File: src/rtl/uart_rx_fifo.sv
// rtl/uart_rx_fifo.sv - 8N1 UART receiver feeding a show-ahead byte FIFO with valid/ready pop.
// Flags framing errors (stop bit low) and overruns (byte completed while full) as one-cycle pulses.
module uart_rx_fifo #(
  parameter int CLKS_PER_BIT = 217,
  parameter int FIFO_DEPTH   = 4,
  parameter int CNT_W        = 3
) (
  input  logic             clk,
  input  logic             reset,
  input  logic             rxd,
  output logic [7:0]       rd_data,
  output logic             rd_valid,
  input  logic             rd_ready,
  output logic [CNT_W-1:0] fifo_count,
  output logic             frame_err,
  output logic             overrun,
  output logic             busy
);

  localparam int CC_W  = $clog2(CLKS_PER_BIT);
  localparam int PTR_W = $clog2(FIFO_DEPTH);
  localparam logic [CC_W-1:0] CC_HALF = CC_W'(CLKS_PER_BIT / 2 - 1);
  localparam logic [CC_W-1:0] CC_FULL = CC_W'(CLKS_PER_BIT - 1);

  typedef enum logic [2:0] {S_IDLE, S_START, S_DATA, S_STOP, S_BRK} state_t;

  state_t            state_q, state_d;
  logic [CC_W-1:0]   cc_q, cc_d;
  logic [2:0]        bit_q, bit_d;
  logic [7:0]        shift_q, shift_d;
  logic              rx_meta, rxs;
  logic              push_req, ferr_d;

  logic [7:0]        mem [FIFO_DEPTH];
  logic [PTR_W-1:0]  wr_ptr, rd_ptr;
  logic [CNT_W-1:0]  count_q;
  logic              full, pop, push_ok;
  logic              frame_err_q, overrun_q;

  always_ff @(posedge clk) begin
    if (reset) begin
      rx_meta <= 1'b1;
      rxs     <= 1'b1;
      state_q <= S_IDLE;
      cc_q    <= '0;
      bit_q   <= '0;
      shift_q <= '0;
    end else begin
      rx_meta <= rxd;
      rxs     <= rx_meta;
      state_q <= state_d;
      cc_q    <= cc_d;
      bit_q   <= bit_d;
      shift_q <= shift_d;
    end
  end

  always_comb begin
    state_d  = state_q;
    cc_d     = cc_q + CC_W'(1);
    bit_d    = bit_q;
    shift_d  = shift_q;
    push_req = 1'b0;
    ferr_d   = 1'b0;
    case (state_q)
      S_IDLE: begin
        cc_d = '0;
        if (!rxs) state_d = S_START;
      end
      S_START: begin
        if (cc_q == CC_HALF) begin
          cc_d    = '0;
          bit_d   = '0;
          state_d = rxs ? S_IDLE : S_DATA;
        end
      end
      S_DATA: begin
        if (cc_q == CC_FULL) begin
          cc_d    = '0;
          shift_d = {rxs, shift_q[7:1]};
          bit_d   = bit_q + 3'd1;
          if (bit_q == 3'd7) state_d = S_STOP;
        end
      end
      S_STOP: begin
        // Leaving at mid-stop-bit gives half a bit of slack before the next start edge.
        if (cc_q == CC_FULL) begin
          cc_d = '0;
          if (rxs) begin
            push_req = 1'b1;
            state_d  = S_IDLE;
          end else begin
            ferr_d  = 1'b1;
            state_d = S_BRK;
          end
        end
      end
      S_BRK: begin
        cc_d = '0;
        if (rxs) state_d = S_IDLE;
      end
      default: state_d = S_IDLE;
    endcase
  end

  assign full     = (count_q == CNT_W'(FIFO_DEPTH));
  assign rd_valid = (count_q != '0);
  assign pop      = rd_valid & rd_ready;
  // A simultaneous pop frees the slot, so a push into a full FIFO still lands.
  assign push_ok  = push_req & (~full | pop);

  always_ff @(posedge clk) begin
    if (push_ok) mem[wr_ptr] <= shift_q;
  end

  always_ff @(posedge clk) begin
    if (reset) begin
      wr_ptr      <= '0;
      rd_ptr      <= '0;
      count_q     <= '0;
      frame_err_q <= 1'b0;
      overrun_q   <= 1'b0;
    end else begin
      if (push_ok) wr_ptr <= wr_ptr + PTR_W'(1);
      if (pop)     rd_ptr <= rd_ptr + PTR_W'(1);
      case ({push_ok, pop})
        2'b10:   count_q <= count_q + CNT_W'(1);
        2'b01:   count_q <= count_q - CNT_W'(1);
        default: count_q <= count_q;
      endcase
      frame_err_q <= ferr_d;
      overrun_q   <= push_req & full & ~pop;
    end
  end

  assign rd_data    = mem[rd_ptr];
  assign fifo_count = count_q;
  assign frame_err  = frame_err_q;
  assign overrun    = overrun_q;
  assign busy       = (state_q != S_IDLE);

endmodule

File: config.mk
export PLATFORM = sky130hd
export DESIGN_NAME = uart_rx_fifo
export DESIGN_NICKNAME = d
export VERILOG_FILES = /design/src/rtl/uart_rx_fifo.sv
export SDC_FILE = /design/constraint.sdc
export NUM_CORES = 1
export LEC_CHECK = 0
export ABC_AREA = 0
export BUFFER_PORTS_ARGS = -buffer_cell sky130_fd_sc_hd__buf_2
export CORE_ASPECT_RATIO = 1.25
export CORE_MARGIN = 10
export CORE_UTILIZATION = 35
export DETAILED_ROUTE_END_ITERATION = 16
export PLACE_DENSITY = 0.49
export SLEW_MARGIN = 20
export SYNTH_ARGS = -nofsm -noshare
export SYNTH_HDL_FRONTEND = slang
export SYNTH_SLANG_ARGS = --single-unit
File: constraint.sdc
create_clock -name clk -period 2.2 [get_ports clk]
set_clock_uncertainty 0.1 [all_clocks]
set_input_delay 0.66 -clock clk [delete_from_list [all_inputs] [get_ports clk]]
set_output_delay 0.66 -clock clk [all_outputs]
set_load 0.005 [all_outputs]
==> impl_metrics.env, run 1 <==
export IMPL_status="finished with violations"
export IMPL_violations="negative setup slack"
export IMPL_crit_arrival_ns=1.45
export IMPL_synth_largest_area_cell="edfxtp_1"
export IMPL_synth_top_cells_by_count="dfxtp_1 (35), edfxtp_1 (32), nor2_1 (30)"
export IMPL_ys_seq_elements=67
export IMPL_slew_violations=0
export IMPL_route_vias_total=1672
export IMPL_cts_path_max_buffers=2
export IMPL_cp_max_fo=8
export IMPL_grtUsageMet1_pct=10.2
export IMPL_drt_total_wl_um=4790
export IMPL_initial_core_util_pct=36.0
export IMPL_dp_cells=339
export IMPL_via_per_inst=4.71
export IMPL_syn_area_per_cell_um2=12.9
export IMPL_synth_cells=219
export IMPL_netlist_area_leader_share_pct=34.1
export IMPL_period_needed_ns=2.21
export IMPL_p_per_area_nw_per_um2=831
export IMPL_worstSetupPathType="flop to output port"
export IMPL_hold_slack_ns=0.310
export IMPL_ys_types=44
export IMPL_n_antenna_cell=0
export IMPL_hpwl_um=3430
export IMPL_fin_nets=268
export IMPL_grt_pass1_vias=1720
export IMPL_synth_flop_cell="dfxtp_1"
export IMPL_p_leak_nw=1.24
export IMPL_clk_pin_slew_worst_paths_ns=0.07
export IMPL_antenna_found_initial=0
export IMPL_dr_pass1_iters=4
export IMPL_core_um2=7840
export IMPL_cp_required_ns=1.44
export IMPL_h_tree_depth=3
export IMPL_path_buf_inv=2
export IMPL_synth_edff_count=32
export IMPL_path_cells="buf_12, mux4_2, buf_2"
export IMPL_die_h_um=120
export IMPL_rows=36
export IMPL_period_share_pct=100
export IMPL_grt_first_pass_wirelength_um=8380
export IMPL_cap_violations=0
export IMPL_dpl_cell_area_um2=3170
export IMPL_utilization_pct=43.2
export IMPL_instances_no_fill=355
export IMPL_cts_tree="built"
export IMPL_ant_nets=0
export IMPL_async_reset_ff_share_pct=0
export IMPL_critPathMaxStageDelay_ns=0.49
export IMPL_worstSetupStartpointType="flop"
export IMPL_tightestPinTransition_ns=0.491
export IMPL_boundaryPins=19
export IMPL_hold_viol=0
export IMPL_worstHoldPathType="flop to flop"
export IMPL_die_area_um2=12100
export IMPL_wl_per_cell_um=13.5
export IMPL_syn2layout_area_growth_pct=20.0
export IMPL_rsz0062_at_grt="true"
export IMPL_yosysSeqAreaShare_pct=58.9
export IMPL_numCtsBuffers=9
export IMPL_gp_congestion=0.729
export IMPL_pre_cts_ws_ns=0.109
export IMPL_grt_max_degree=29
export IMPL_cts_hold_buf=0
export IMPL_drc=0
export IMPL_final_area_um2=3380
export IMPL_die_x_um=100
export IMPL_port_buffer_count=18
export IMPL_drtIter0Drc=34
export IMPL_yosysWarnings=0
export IMPL_insertion_delay_ns=0.34
export IMPL_grt_usage_pct=8.75
export IMPL_seq_area_um2=1670
export IMPL_syn_cell_area_um2=2820
export IMPL_peakVddDrop_mv=0.376
export IMPL_crit_family="multiplexers"
export IMPL_worst_slack_ns=-0.00842
export IMPL_fillers=769
export IMPL_grtUsageMet3_pct=3.42
export IMPL_drive_gt1_share_pct=26.5
export IMPL_multiInputGateArea_um2=1100
export IMPL_synthesis_nets=232
export IMPL_setup_viol=1
export IMPL_crit_path_end_kind="output port"
export IMPL_synth_most_common_cell="dfxtp_1"
export IMPL_use_met2_pct=13.4
export IMPL_busiest_layer="met2"
export IMPL_max_slew_margin_rel_pct=67.3
export IMPL_fmax_ghz=0.453
export IMPL_ys_top_cells_by_area="edfxtp_1 (34%), dfxtp_1 (25%), mux4_2 (6.4%), nor2_1 (4.0%), mux2i_1 (3.9%)"
export IMPL_overflow=0
export IMPL_root_buffer="clkbuf_8"
export IMPL_crit_path_top_delay_cell="mux4_2"
export IMPL_clock_sinks=67
==> flip-flops by register name, indices dropped and copies added, names as in the netlist, named ones only <==
name	flops
mem	32
cc_q	8
shift_q	8
bit_q	3
fifo_count	3
state_q	3
rd_ptr	2
wr_ptr	2
frame_err	1
overrun	1
rx_meta	1
rxs	1
==> stage by stage <==
stage               total power [mW]   TNS, ns
CTS                             2.87    -0.272
floorplan                       1.66         0
global route                    2.96    -0.472
detailed placement              1.82         0
finish                          2.81  -0.00842
global placement                1.82         0
==> layout make-up <==
cell class                      instances  area share (%)
Sequential cell                        67            49.2
Clock inverter                          6            1.92
Clock buffer                           10            4.07
Multi-Input combinational cell        136            32.4
Timing Repair Buffer                   34            8.06
Inverter                                7           0.777
Tap cell                               95            3.51
==> power breakdown <==
part | switching [mW] | internal, mW | total, mW
sequential | 0.0356 | 1.33 | 1.37
clock | 0.470 | 0.553 | 1.02
combinational | 0.176 | 0.242 | 0.418
==> cell families after synthesis <==
| group | Yosys count | synth area share [%] |
|---|---|---|
| XOR/XNOR | 11 | 3.42 |
| AO/OA/AOI/OAI | 14 | 3.37 |
| multiplexers | 20 | 10.7 |
| adder cells (fa/ha/maj) | 9 | 4.26 |
| AND/OR/NAND/NOR | 82 | 17.1 |
| buffers and inverters | 16 | 2.22 |
| flip-flops | 67 | 58.9 |
==> final timing paths <==
path	start	to	slack, ns	depth (start not counted)
worst max-delay path	flop	rd_data[1]	-0.008	3
worst min-delay path	rx_meta$_SDFF_PP1_	rxs$_SDFF_PP1_	0.31	1
worst max register to register	cc_q[4]$_SDFF_PP0_	mem[1][2]$_DFFE_PP_	0.18	4
worst min register to register	rx_meta$_SDFF_PP1_	rxs$_SDFF_PP1_	0.31	1
==> cell usage in the layout, fill, tap and decap left out, types with 8 or more instances in the layout <==
cell,count
edfxtp_1,32
dfxtp_1,32
nand2_1,10
buf_4,11
buf_2,18
ha_1,8
mux2i_1,11
nor2_1,30
mux4_2,8
clkbuf_8,10
==> worst register-to-register path, cell delays in order (launching register included) <==
cell and delay (ns):
dfxtp_1 0.48, and4b_1 0.33, nor4b_4 0.44, and2_1 0.25, buf_12 0.14
==> metal layers <==
layer  wire length, µm  vias up
met5                 0        -
met4                74        0
met3               221        7
met2              2320       21
met1              2180      789
li1                  -      855
==> what timing repair did <==
item                                   CTS  global route
endpoints found under the hold margin    0             0
setup endpoints to repair                8             9
resized for setup                        1             3
setup buffers                            0             0
pin swaps                                0             0
gates cloned                             0             0
Power figures use the tool's default switching activity.
==> inputs of run 2 (changes only) <==
--- a/config.mk
+++ b/config.mk
@@ -18 +18,2 @@
 export SYNTH_SLANG_ARGS = --single-unit
+export TNS_END_PERCENT = 50
--- a/constraint.sdc
+++ b/constraint.sdc
@@ -4,2 +4,2 @@
 set_output_delay 0.66 -clock clk [all_outputs]
-set_load 0.005 [all_outputs]
+set_load 0.02 [all_outputs]
==> run 2 against run 1 <==
The run still ends with negative setup slack left. Design area grew 1.3%. Combinational power grew 27%. Utilization grew 0.56 points. Critical path depth is the same. First-iteration DRC count grew 2.9%. Non-clock buffer count is the same. Clock power is essentially flat. Sequential power is essentially flat. Worst hold slack is the same. Via count grew 0.12%. Critical endpoint unchanged. Largest cell class unchanged. Largest power group unchanged. Highest routed layer unchanged.
==> impl_metrics.env, run 2 (synthesized netlist as in run 1, its figures left out) <==
export IMPL_drive_gt1_share_pct=26.5
export IMPL_timing_rr_start="cc_q[4]$_SDFF_PP0_"
export IMPL_grt_pass1_vias=1721
export IMPL_slew_violations=0
export IMPL_crit_path_end_kind="output port"
export IMPL_worstSetupPathType="flop to output port"
export IMPL_initial_core_util_pct=36.0
export IMPL_fmax_ghz=0.448
export IMPL_grt_first_pass_wirelength_um=8390
export IMPL_holdPathStages=1
export IMPL_die_h_um=120
export IMPL_cell_internal_pwr_mw=2.16
export IMPL_peakVddDrop_mv=0.396
export IMPL_clk_pin_slew_worst_paths_ns=0.07
export IMPL_cp_max_fo=8
export IMPL_dr_pass1_iters=4
export IMPL_worstHoldPathType="flop to flop"
export IMPL_netSwitchingPower_mw=0.763
export IMPL_port_buffer_count=18
export IMPL_path_buf_inv=2
export IMPL_critPathCapture="rd_data[1]"
export IMPL_clock_sinks=67
export IMPL_antenna_found_initial=0
export IMPL_utilization_pct=43.7
export IMPL_grt_max_degree=29
export IMPL_largest_register="mem"
export IMPL_die_area_um2=12100
export IMPL_crit_family="multiplexers"
export IMPL_reg_largest_list="mem x32, cc_q x8, shift_q x8"
export IMPL_h_tree_depth=3
export IMPL_p_comb_share_pct=18.2
export IMPL_postCtsSetupRepairBufs=0
export IMPL_root_buffer="clkbuf_8"
export IMPL_overflow=0
export IMPL_grt_usage_pct=8.77
export IMPL_layout_common_cells="dfxtp_1 (32), edfxtp_1 (32), nor2_1 (30)"
export IMPL_rows=36
export IMPL_syn2layout_area_growth_pct=21.6
export IMPL_crit_path_top_delay_cell="mux4_2"
export IMPL_p_per_area_nw_per_um2=853
export IMPL_worst_slack_ns=-0.0333
export IMPL_n_antenna_cell=0
export IMPL_cp_depth=3
export IMPL_violations="negative setup slack"
export IMPL_reg2reg_to="mem[1][2]$_DFFE_PP_"
export IMPL_ant_nets=0
export IMPL_drtIter0Drc=35
export IMPL_p_total_mw=2.92
export IMPL_status="finished with violations"
export IMPL_period_needed_ns=2.23
export IMPL_cts_path_max_buffers=2
export IMPL_path_cells="buf_12, mux4_2, buf_6"
export IMPL_reg2reg_depth=4
export IMPL_die_x_um=100
export IMPL_numCtsBuffers=9
export IMPL_p_clk_share_pct=35.0
export IMPL_drt_total_wl_um=4810
export IMPL_period_share_pct=102
export IMPL_netSwitchingFraction_pct=26.1
export IMPL_drc=0
export IMPL_worstSetupStartpointType="flop"
export IMPL_hold_viol=0
export IMPL_crit_arrival_ns=1.47
export IMPL_boundaryPins=19
export IMPL_p_leak_nw=1.25
export IMPL_cp_required_ns=1.44
export IMPL_r2r_slack_ns=0.18
export IMPL_largest_reg_flops=32
export IMPL_fin_nets=268
export IMPL_rsz0062_at_grt="true"
export IMPL_core_um2=7840
export IMPL_cts_tree="built"
export IMPL_setup_viol=8
export IMPL_max_slew_margin_rel_pct=67.3
export IMPL_tightestPinTransition_ns=0.491
export IMPL_critPathMaxStageDelay_ns=0.51
export IMPL_route_vias_total=1674
export IMPL_wl_per_cell_um=13.5
export IMPL_via_per_inst=4.72
export IMPL_cap_violations=0
export IMPL_p_seq_share_pct=46.8
export IMPL_gp_congestion=0.729
export IMPL_hp_start="rx_meta$_SDFF_PP1_"
export IMPL_insertion_delay_ns=0.34
export IMPL_hpwl_um=3430
==> run 2: worst min path at each step <==
stage / slack, ns / to
after floorplan: 0.29 / rxs$_SDFF_PP1_
after global placement: 0.29 / rxs$_SDFF_PP1_
after detailed placement: 0.29 / rxs$_SDFF_PP1_
after CTS: 0.31 / rxs$_SDFF_PP1_
after global routing: 0.33 / rxs$_SDFF_PP1_
final: 0.31 / rxs$_SDFF_PP1_
==> run 2: per-stage QoR <==
step / TNS (ns) / hold WS, ns / instance area, µm² / instances / worst slack [ns]
finish: -0.182 / 0.310 / 3430 / 355 / -0.0333
CTS: -0.493 / 0.311 / 3400 / 355 / -0.0726
detailed placement: 0 / 0.293 / 3170 / 339 / 0.109
global placement: 0 / 0.294 / 3170 / 339 / 0.110
floorplan: 0 / 0.289 / 2820 / 219 / 0.0914
global route: -0.656 / 0.326 / 3430 / 355 / -0.101
==> run 2: per-layer routing <==
layer	vias to the layer above	routed length, µm	global-route usage, %	part of all wire (%)
met5	-	0	0	0
met3	7	208	3.42	4.3
met1	789	2210	10.3	46
met4	0	74	4.78	1.5
met2	23	2320	13.4	48
li1	855	-	-	-
==> run 2: power groups by stage <==
stage	Clock, mW	Sequential [mW]	Combinational [mW]
final	1.02	1.37	0.532
after global routing	1.12	1.37	0.580
after CTS	1.07	1.37	0.528
after detailed placement	0	1.40	0.502
after global placement	0	1.40	0.503
after floorplan	0	1.41	0.336
==> run 2: what timing repair did <==
action / CTS / global route
gates resized for setup: 9 / 9
hold endpoints to repair: 0 / 0
hold buffers: 0 / 0
setup endpoints to repair: 8 / 9
==> run 2: layout make-up <==
| cell class | instances | area, µm² |
|---|---|---|
| Sequential cell | 67 | 1670 |
| Multi-Input combinational cell | 136 | 1100 |
| Timing Repair Buffer | 34 | 317 |
| Inverter | 7 | 26.3 |
| Clock buffer | 10 | 138 |
| Clock inverter | 6 | 65.1 |
| Tap cell | 95 | 119 |
| Fill cell | 761 | 4410 |
==> run 2: worst reg2reg max path, delay by kind of cell, from the launching register on <==
kind | cells | cell delay [ns]
and+or+nand+nor | 3 | 1.02
buffers and inverters | 1 | 0.14
DFF | 1 | 0.48
==> inputs of run 3 (changes only) <==
Settings changed: CAP_MARGIN from default to 20, CORE_UTILIZATION 35 to 52, PLACE_DENSITY 0.49 to 0.75.
==> run 3 against run 2 <==
Utilization increased by 22 points. Die area decreased by 27%. Design area fell by 1.6%. Worst hold slack hardly changed. Sequential cell count is the same. Wire length decreased by 5.4%. First-iteration DRC count increased to 2.7 times the previous value. Power grew 5.9%. Sequential share of layout area is 0.81 points higher. Critical path depth is the same. Maximum frequency up 0.31%. The flow still finishes with violations (negative setup slack).
==> impl_metrics.env, run 3 (synthesized netlist as in run 1, its figures left out) <==
export IMPL_status="finished with violations"
export IMPL_violations="negative setup slack"
export IMPL_crit_path_end_kind="output port"
export IMPL_core_um2=5150
export IMPL_wl_per_cell_um=14.3
export IMPL_crit_arrival_ns=1.47
export IMPL_peakVddDrop_mv=0.716
export IMPL_worst_slack_ns=-0.0264
export IMPL_clock_sinks=67
export IMPL_cts_tree="built"
export IMPL_h_tree_depth=3
export IMPL_die_area_um2=8780
export IMPL_cp_required_ns=1.44
export IMPL_slew_violations=0
export IMPL_worstSetupStartpointType="flop"
export IMPL_largest_reg_flops=32
export IMPL_root_buffer="clkbuf_8"
export IMPL_layout_commonest_cell="edfxtp_1"
export IMPL_reg2reg_depth=9
export IMPL_fillers=387
export IMPL_critPathMaxStageDelay_ns=0.51
export IMPL_worstHoldPathType="flop to flop"
export IMPL_period_share_pct=101
export IMPL_grt_first_pass_wirelength_um=7740
export IMPL_n_antenna_cell=0
export IMPL_period_needed_ns=2.23
export IMPL_die_h_um=102
export IMPL_path_buf_inv=2
export IMPL_max_slew_margin_rel_pct=67.8
export IMPL_syn2layout_area_growth_pct=19.7
export IMPL_cts_path_max_buffers=2
export IMPL_reg2reg_to="fifo_count[2]$_SDFFE_PP0P_"
export IMPL_initial_core_util_pct=54.7
export IMPL_largest_register="mem"
export IMPL_route_vias_total=1702
export IMPL_dr_pass1_iters=4
export IMPL_drt_total_wl_um=4550
export IMPL_worstSetupPathType="flop to output port"
export IMPL_crit_path_top_delay_cell="mux4_2"
export IMPL_fmax_ghz=0.449
export IMPL_layout_common_cells="edfxtp_1 (32), dfxtp_1 (31), nor2_1 (30)"
export IMPL_die_x_um=85.9
export IMPL_hold_slack_ns=0.310
export IMPL_drc=0
export IMPL_rsz0062_at_grt="true"
export IMPL_instances_no_fill=317
export IMPL_grt_usage_pct=11.2
export IMPL_port_buffer_count=18
export IMPL_path_cells="buf_12, mux4_2, buf_6"
export IMPL_grt_max_degree=29
export IMPL_r2r_slack_ns=0.09
export IMPL_postCtsSetupRepairBufs=0
export IMPL_timing_rr_start="cc_q[0]$_SDFF_PP0_"
export IMPL_overflow=0
export IMPL_tightestPinTransition_ns=0.483
export IMPL_via_per_inst=5.37
export IMPL_reg_largest_list="mem x32, cc_q x8, shift_q x8"
export IMPL_crit_family="multiplexers"
export IMPL_clk_pin_slew_worst_paths_ns=0.07
export IMPL_cp_max_fo=8
export IMPL_p_leak_nw=1.23
export IMPL_cts_hold_buf=0
export IMPL_dp_cells=301
export IMPL_critPathCapture="rd_data[3]"
export IMPL_p_per_area_nw_per_um2=918
export IMPL_grt_pass1_vias=1683
export IMPL_hpwl_um=3270
export IMPL_fin_nets=263
export IMPL_ant_nets=0
export IMPL_drive_gt1_share_pct=24.7
export IMPL_gp_congestion=0.718
export IMPL_cap_violations=0
export IMPL_insertion_delay_ns=0.34
export IMPL_hold_viol=0
export IMPL_antenna_found_initial=0
export IMPL_rows=29
export IMPL_cp_depth=3
export IMPL_boundaryPins=19
export IMPL_setup_viol=8
export IMPL_drtIter0Drc=95
export IMPL_numCtsBuffers=9
[run 3: power by group]
group,leakage [nW],switching (mW),internal (mW)
combinational,0.540,0.254,0.261
clock,0.113,0.459,0.754
sequential,0.581,0.0361,1.33
total,1.23,0.749,2.35
[run 3: worst min path at each step]
| stage | from | to | slack [ns] | depth (start not counted) |
|---|---|---|---|---|
| 6_report | rx_meta$_SDFF_PP1_ | rxs$_SDFF_PP1_ | 0.31 | 1 |
| 5_1_grt | rx_meta$_SDFF_PP1_ | rxs$_SDFF_PP1_ | 0.32 | 1 |
| 4_1_cts | rx_meta$_SDFF_PP1_ | rxs$_SDFF_PP1_ | 0.31 | 1 |
| 3_5_place_dp | rx_meta$_SDFF_PP1_ | rxs$_SDFF_PP1_ | 0.30 | 1 |
| 3_3_place_gp | rx_meta$_SDFF_PP1_ | rxs$_SDFF_PP1_ | 0.30 | 1 |
| 2_1_floorplan | rx_meta$_SDFF_PP1_ | rxs$_SDFF_PP1_ | 0.29 | 1 |
[run 3: per-stage QoR]
| step | setup TNS, ns | worst slack [ns] | instance area (µm²) | power (mW) | utilization, % |
|---|---|---|---|---|---|
| final | -0.177 | -0.0264 | 3370 | 3.10 | 65.5 |
| after global routing | -0.690 | -0.0845 | 3370 | 3.24 | 65.5 |
| after CTS | -0.377 | -0.0524 | 3350 | 3.12 | 65.0 |
| after detailed placement | 0 | 0.0767 | 3080 | 1.88 | 59.8 |
| after global placement | 0 | 0.143 | 3080 | 1.87 | 59.8 |
| after floorplan | 0 | 0.0914 | 2820 | 1.74 | - |
[run 3: metal layers]
layer	GRT usage [%]	up-vias	wire length (µm)
li1	-	852	-
met1	11.8	808	1860
met2	18.6	35	2380
met3	4.86	7	226
met4	5.96	0	80
met5	0	-	0
[run 3: area by class of cell]
class                      instances  area, µm²  share of cell area, %
sequential                        67       1670                   49.4
timing repair buffer              29        267                   7.90
clock buffer                      10        128                   3.78
tap                               62       77.6                   2.30
inverter                           7       26.3                  0.779
multi-input combinational        136       1090                   32.5
clock inverter                     6        114                   3.38
[run 3: worst reg2reg max path, delay by kind of cell, from the launching register on]
| kind | cells | cell delay, ns |
|---|---|---|
| adder cells (fa/ha/maj) | 2 | 0.60 |
| AO/OA/AOI/OAI | 2 | 0.32 |
| AND/OR/NAND/NOR | 4 | 0.61 |
| buffers and inverters | 1 | 0.05 |
| flip-flops | 1 | 0.35 |
[run 3: what timing repair did]
action,CTS,global route
pin swaps,0,1
gates resized for setup,9,9
setup endpoints to repair,8,9
